### config.mk
export PLATFORM = sky130hd
export DESIGN_NAME = hazard_ctrl
export DESIGN_NICKNAME = d
export VERILOG_FILES = /design/src/rtl/hazard_ctrl.sv
export SDC_FILE = /design/constraint.sdc
export NUM_CORES = 1
export LEC_CHECK = 0
export CAP_MARGIN = 10
export CORE_AREA = 10 10 68 64
export DETAILED_ROUTE_END_ITERATION = 10
export DIE_AREA = 0 0 78 74
export PLACE_DENSITY_LB_ADDON = 0.15
export SETUP_SLACK_MARGIN = 0.2
export SLEW_MARGIN = 30
export SYNTH_ARGS = -nofsm -noshare
export SYNTH_HDL_FRONTEND = slang
export SYNTH_SLANG_ARGS = --single-unit
### constraint.sdc
create_clock -name clk -period 2.6 [get_ports clk]
set_input_delay 0.39 -clock clk [delete_from_list [all_inputs] [get_ports clk]]
set_output_delay 0.39 -clock clk [all_outputs]
set_load 0.005 [all_outputs]
### src/rtl/hazard_ctrl.sv
// Pipeline sequencing controller: per-cycle write-enable/clear for the PC and the
// four pipeline registers, plus data-memory handshake, HALT hold and stall counter.
module hazard_ctrl #(
  parameter logic [3:0] LOAD_OP  = 4'b1000,
  parameter logic [3:0] STORE_OP = 4'b1001,
  parameter logic [3:0] HLT_OP   = 4'b1111
) (
  input  logic        clk,
  input  logic        rst,
  input  logic [3:0]  id_rs,
  input  logic [3:0]  id_rt,
  input  logic        id_uses_rt,
  input  logic [3:0]  ex_op,
  input  logic [3:0]  ex_rd,
  input  logic        ex_branch,
  input  logic [3:0]  mem_op,
  input  logic        dmem_ack,
  input  logic        imem_ack,
  output logic        pc_we,
  output logic        if_id_we,
  output logic        id_ex_we,
  output logic        ex_mem_we,
  output logic        mem_wb_we,
  output logic        if_id_clr,
  output logic        id_ex_clr,
  output logic        dmem_req,
  output logic        halted,
  output logic [15:0] stall_cnt,
  output logic [1:0]  dbg_state
);

  typedef enum logic [1:0] {
    RUN      = 2'd0,
    MEM_WAIT = 2'd1,
    HALT     = 2'd2
  } state_t;

  state_t state;
  state_t state_next;

  logic mem_access;
  logic load_use;

  // dmem handshake: dmem_req stays high for every cycle a load/store sits in
  // EX/MEM; the access completes on the first cycle dmem_ack is seen with req high.
  // dmem_ack with no request is ignored.
  assign mem_access = (mem_op == LOAD_OP) || (mem_op == STORE_OP);

  // rd=0 keeps the all-zero bubble in ID/EX from ever looking like a load hazard
  assign load_use = (ex_op == LOAD_OP) && (ex_rd != 4'd0) &&
                    ((ex_rd == id_rs) || (id_uses_rt && (ex_rd == id_rt)));

  always_comb begin
    pc_we      = 1'b0;
    if_id_we   = 1'b0;
    id_ex_we   = 1'b0;
    ex_mem_we  = 1'b0;
    mem_wb_we  = 1'b0;
    if_id_clr  = 1'b0;
    id_ex_clr  = 1'b0;
    dmem_req   = 1'b0;
    state_next = state;

    if (rst) begin
      if_id_clr  = 1'b1;
      id_ex_clr  = 1'b1;
      state_next = RUN;
    end else begin
      case (state)
        HALT: begin
          state_next = HALT;
        end
        default: begin
          dmem_req   = mem_access;
          state_next = RUN;
          if (mem_access && !dmem_ack) begin
            state_next = MEM_WAIT;
          end else if (mem_op == HLT_OP) begin
            state_next = HALT;
          end else if (ex_branch) begin
            pc_we     = 1'b1;
            if_id_we  = 1'b1;
            id_ex_we  = 1'b1;
            ex_mem_we = 1'b1;
            mem_wb_we = 1'b1;
            if_id_clr = 1'b1;
            id_ex_clr = 1'b1;
          end else if (load_use) begin
            // hold PC and IF/ID, inject a bubble into ID/EX, let the load move on
            id_ex_we  = 1'b1;
            ex_mem_we = 1'b1;
            mem_wb_we = 1'b1;
            id_ex_clr = 1'b1;
          end else if (!imem_ack) begin
            if_id_we  = 1'b1;
            id_ex_we  = 1'b1;
            ex_mem_we = 1'b1;
            mem_wb_we = 1'b1;
            if_id_clr = 1'b1;
          end else begin
            pc_we     = 1'b1;
            if_id_we  = 1'b1;
            id_ex_we  = 1'b1;
            ex_mem_we = 1'b1;
            mem_wb_we = 1'b1;
          end
        end
      endcase
    end
  end

  always_ff @(posedge clk) begin
    if (rst) begin
      state  <= RUN;
      halted <= 1'b0;
    end else begin
      state  <= state_next;
      halted <= (state_next == HALT);
    end
  end

  // HALT cycles are not counted even though pc_we is low there
  always_ff @(posedge clk) begin
    if (rst) begin
      stall_cnt <= 16'd0;
    end else if ((state != HALT) && !pc_we && (stall_cnt != 16'hFFFF)) begin
      stall_cnt <= stall_cnt + 16'd1;
    end
  end

  assign dbg_state = state;

endmodule

[After elaboration in Yosys (flattened, before gate mapping)]
Index checks and enable logic that the tools add are counted.
Storage, ports and cells
  output and inout port bits: 27
  word-level logic and storage cells: 61
  input port bits: 26
  bits in registers: 19
Cells by class
  equal/unequal tests: 10
  muxes and demuxes: 36
  add/subtract/negate cells: 1
  reductions and logical operators: 11
Operators by type and width (count)
  1-bit 2-to-1 mux: 32
  16-bit by 1-bit adder with 16-bit output (second input constant): 1
  4-bit == test (second input constant): 4
  16-bit inequality test (second input constant): 1
  4-bit == test: 2
  2-bit 2-to-1 mux: 4
  1-bit logical AND: 6
  2-bit == test (second input constant): 2
  4-bit nonzero test: 1
  1-bit zero test: 2
  1-bit logical OR: 2
  2-bit inequality test (second input constant): 1

[Depth between registers and ports, before layout]
  word-level depth: 13
  depth in mapped cells: 10
  depth with buffers taken out: 7

[Least setup slack after synthesis]
OpenSTA, ideal clock, no wires.
  path kind: input to register
  start point: input port ex_rd[0]
  end point: register stall_cnt[1]
  path slack: 0.592 ns
  library setup time: 0.128 ns
  stages on the path: 9
  data arrival time: 1.880 ns
  data required time: 2.472 ns
  path buffers: 3
  path through: or4_1 -> nand4_1 -> o22a_2 -> o21ba_1 -> buf_6 -> buf_6 -> buf_6 -> mux2i_1 -> nor2_1
On the way
  cells in the longest elaborated chain, start to end: 13
  elaborated cells on any way between the ends: 16
  those cells by class: eq/ne: 2; mux: 6; reduce/logical: 8
Ends and longest elaborated chain
  start: declaration: RTL line 14  | input logic [3:0] ex_rd,
  4-bit == test: RTL line 51  | ((ex_rd == id_rs) || (id_uses_rt && (ex_rd == id_rt)));
  1-bit logical AND: RTL line 51
  1-bit logical OR: RTL line 51
  1-bit logical AND *: RTL line 50  | assign load_use = (ex_op == LOAD_OP) && (ex_rd != 4'd0) &&
  1-bit 2-to-1 mux *: RTL line 88  | end else if (load_use) begin
  1-bit 2-to-1 mux *: RTL line 80  | end else if (ex_branch) begin
  1-bit 2-to-1 mux *: RTL line 78  | end else if (mem_op == HLT_OP) begin
  1-bit 2-to-1 mux *: RTL line 76  | if (mem_access && !dmem_ack) begin
  1-bit 2-to-1 mux *: RTL line 69  | case (state)
  1-bit 2-to-1 mux *: RTL line 64  | if (rst) begin
  1-bit zero test *: RTL line 126  | end else if ((state != HALT) && !pc_we && (stall_cnt != 16'hFFFF)) begin
  1-bit logical AND * (2 in series): RTL line 126
  end signal: assignment: RTL line 127  | stall_cnt <= stall_cnt + 16'd1;
  end: declaration: RTL line 28  | output logic [15:0] stall_cnt,
Every way passes the cells marked *; elsewhere a longest branch is shown, timed or not.
A chain may end at the register's enable or synchronous reset.

[Worst setup path after layout]
  start point: input port ex_op[3]
  end point: register stall_cnt[13]
On the way
  cells in the longest elaborated chain, start to end: 12
Ends and longest elaborated chain
  start: declaration: RTL line 13  | input logic [3:0] ex_op,
  4-bit == test: RTL line 50
  1-bit logical AND (2 in series): RTL line 50
  1-bit 2-to-1 mux: RTL line 88
  1-bit 2-to-1 mux: RTL line 80
  1-bit 2-to-1 mux: RTL line 78
  1-bit 2-to-1 mux: RTL line 76
  1-bit 2-to-1 mux: RTL line 69
  1-bit 2-to-1 mux: RTL line 64
  1-bit zero test: RTL line 126
  1-bit logical AND (2 in series): RTL line 126
No other way between the ends.

==> results.py <==
metrics = {
    "synthesis": {
        "synth_top_flop_cell": "dfxtp_1",
        "yosysTopAreaCellShare": 0.322,
        "synth_area_sq_um": 1180,
        "synth_edf_count": 0,
        "syn-mean-instance-area_sq_um": 7.98,
        "synth-seq-area-share": 0.322,
        "synthDistinctLibCells": 40,
        "synth-seq-cells": 19,
        "synthTopCellsByArea": "dfxtp_1 32%, or3_1 6.9%, a21oi_1 5.9%, nand3_1 5.9%, xnor2_1 5.9%",
        "synth_most_common_cell": "dfxtp_1",
        "yosysWarnings": 0,
        "syn_nets": 175,
        "yosysTopAreaCell": "dfxtp_1",
        "ys_async_sr_fraction": 0,
        "synth.top_cells.by_count": "19 x dfxtp_1, 14 x a21oi_1, 14 x nand3_1",
        "synthCells": 148,
    },
    "global_route": {
        "grt_pass1_vias": 1264,
        "grt_pass1_wl_um": 6010,
        "antenna_found_initial": 0,
        "grt_usage": 0.125,
        "grt_max_degree": 19,
        "overflow": 0,
    },
    "pwr": {
        "pwr-share-seq": 0.478,
        "p_comb_frac": 0.278,
        "p_sw_frac": 0.273,
        "switching_power_uw": 174,
        "max-vdd-ir-drop_v": 0.000232,
        "p_int_uw": 463,
        "p_leak_uw": 0.000712,
        "power.density_nw_per_um2": 330,
        "p_clk_frac": 0.244,
    },
    "setup_path": {
        "worst-path-max-fanout": 8,
        "cp_slowest_stage_delay_ns": 0.45,
        "cp_slowest_cell": "clkdlybuf4s50_1",
        "cp_data_required_time_ns": 2.85,
        "critPathBufInv": 4,
        "end_kind": "flop",
        "critPathArrivalTime_ns": 2.56,
        "worstSetupStartpointType": "primary input",
        "crit_family": "buffers and inverters",
        "crit_chain": "clkdlybuf4s50_1 > nor4b_2 > nand4_1 > o22a_2 > buf_6 > buf_4 > o21ba_4 > buf_12 > or3_1 > a21oi_1",
        "crit_type": "primary input to flop",
    },
    "final_layout": {
        "syn2layout_area_growth_pct": 63.6,
        "fillers": 268,
        "drive_gt1_frac": 0.203,
        "fin_area_sq_um": 1930,
        "antenna_cells": 0,
        "fin_nets": 240,
    },
    "floorplan": {
        "die_w_um": 78,
        "core_sq_um": 2970,
        "io-pin-count": 53,
        "die_y_um": 74,
        "dieArea_sq_um": 5770,
        "rows": 19,
        "start_util": 0.397,
    },
    "sta": {
        "drv_slew": 0,
        "tightest_slew_ns": 0.501,
        "fin_skew_ns": 0.00444,
        "finalHoldViolations": 0,
        "maxSlewHeadroom": 0.666,
        "min_period_over_period": 0.891,
        "fmax_mhz": 432,
        "finalCriticalPeriod_ns": 2.32,
        "rsz0062_at_grt": "false",
        "setup_viol": 0,
        "holdWs_ns": 0.531,
    },
    "route": {
        "via_per_inst": 5.41,
        "drt-pass1-iter-count": 6,
        "totalWireLength_um": 4010,
        "drc": 0,
        "routedWlPerCell_um": 15.8,
        "drt_iter0_drc": 48,
        "dr_total_vias": 1375,
        "antenna_left": 0,
    },
    "run": {
        "cap_viol_max_count": 0,
    },
    "cts": {
        "path_clk_slew_ns": 0.11,
        "h-tree-depth": 1,
        "holdBufCountCts": 0,
        "cts_sinks": 19,
        "clock-root-buffer": "clkbuf_4",
        "clock_latency_ns": 0.31,
        "cts_tree": "done",
        "clockBufferDepth": 2,
        "cts_made_buffers": 3,
    },
    "placed_design": {
        "dp_hpwl_um": 2880,
        "numPortBuffers": 52,
        "routabilityCongestion": 0.762,
        "placed_cell_area_sq_um": 1780,
    },
    "hold_path": {
        "hold_class": "flop to flop",
    },
    "status": {
        "outcome": "completed",
    },
}
[final cells by class]
class,instances,area [sq um],share of cell area
well taps,42,52.6,0.0272
clock buffers,3,22.5,0.0117
repair buffers,69,669,0.347
flip-flops and latches,19,380,0.197
multi-input cells,117,791,0.409
inverters,3,11.3,0.00583
clock inverters,1,5.00,0.00259
[path summary, 6_finish.rpt]
check | from | endpoint | slack [ns] | cells past startpoint
max | ex_op[3] | stall_cnt[13] | 0.28 | 10
min | stall_cnt[4] | stall_cnt[4] | 0.53 | 2
max reg2reg | stall_cnt[0] | stall_cnt[1] | 0.41 | 9
min reg2reg | stall_cnt[4] | stall_cnt[4] | 0.53 | 2
[through the flow]
step                      cells  utilization  setup slack (ns)  power, uW  setup TNS [ns]
after global routing        254        0.650             0.220        669               0
after floorplan             148            -             0.592        380               0
after detailed placement    244        0.600            -0.186        472          -0.767
after CTS                   251        0.620             0.103        625               0
final                       254        0.650             0.283        637               0
after global placement      244        0.600            -0.139        469          -0.429
[registers in the layout, indices dropped and copies added (netlist names)]
name / count
dbg_state: 2
halted: 1
stall_cnt: 16
[cell usage in the layout (no fill, tap or decap), types with 2 or more instances in the layout]
cell type	instances
buf_6	2
or3_4	4
clkdlybuf4s50_1	38
xnor2_1	7
a21oi_2	4
o21bai_1	2
nor2_1	8
nor4_1	2
nor3_1	3
inv_1	3
nor2b_1	2
nand4_1	2
or3_1	9
o21ai_0	12
nand2_1	8
a21oi_1	10
o21ba_2	3
and2_1	2
buf_2	2
dlygate4sd2_1	7
and3_1	4
dfxtp_1	19
clkbuf_4	3
nor4b_2	2
nand3_1	14
clkbuf_2	2
dlymetal6s2s_1	4
buf_4	12
[worst reg2reg max path: cells and delay by family, from the launching register on]
kind                     cells  cell delay [ns]
AO/OA/AOI/OAI                2             0.48
adder cells (fa/ha/maj)      1             0.26
buffers and inverters        2             0.27
flip-flops                   1             0.41
multiplexers                 1             0.17
AND/OR/NAND/NOR              3             0.49
[power groups by stage]
stage | registers (uW) | clock network [uW] | logic, uW
global route | 306 | 171 | 192
CTS | 304 | 159 | 161
detailed placement | 311 | 0 | 161
floorplan | 311 | 0 | 69.2
finish | 305 | 155 | 177
global placement | 311 | 0 | 158
[metal layers]
layer,part of all wire,GRT usage,vias to the layer above,wire length (um)
met5,0,0,-,0
met4,0.022,0.0497,0,89
met3,0.052,0.0349,8,210
met2,0.50,0.218,46,2020
met1,0.42,0.144,646,1690
li1,-,-,675,-
[kinds of logic after synthesis]
family / after synthesis / synth area share
multiplexers: 1 / 0.00847
flip-flops: 19 / 0.322
AO/OA/AOI/OAI: 41 / 0.219
adder cells (fa/ha/maj): 1 / 0.0106
AND/OR/NAND/NOR: 65 / 0.308
XOR/XNOR: 9 / 0.0667
buffers and inverters: 12 / 0.0646
[repair_timing]
item / in CTS / in global routing
setup buffers: 3 / 1
pin swaps: 4 / 14
setup endpoints to repair: 7 / 17
cloned: 0 / 2
gates resized for setup: 19 / 19
Note: power is estimated with default switching activity, not from simulation.
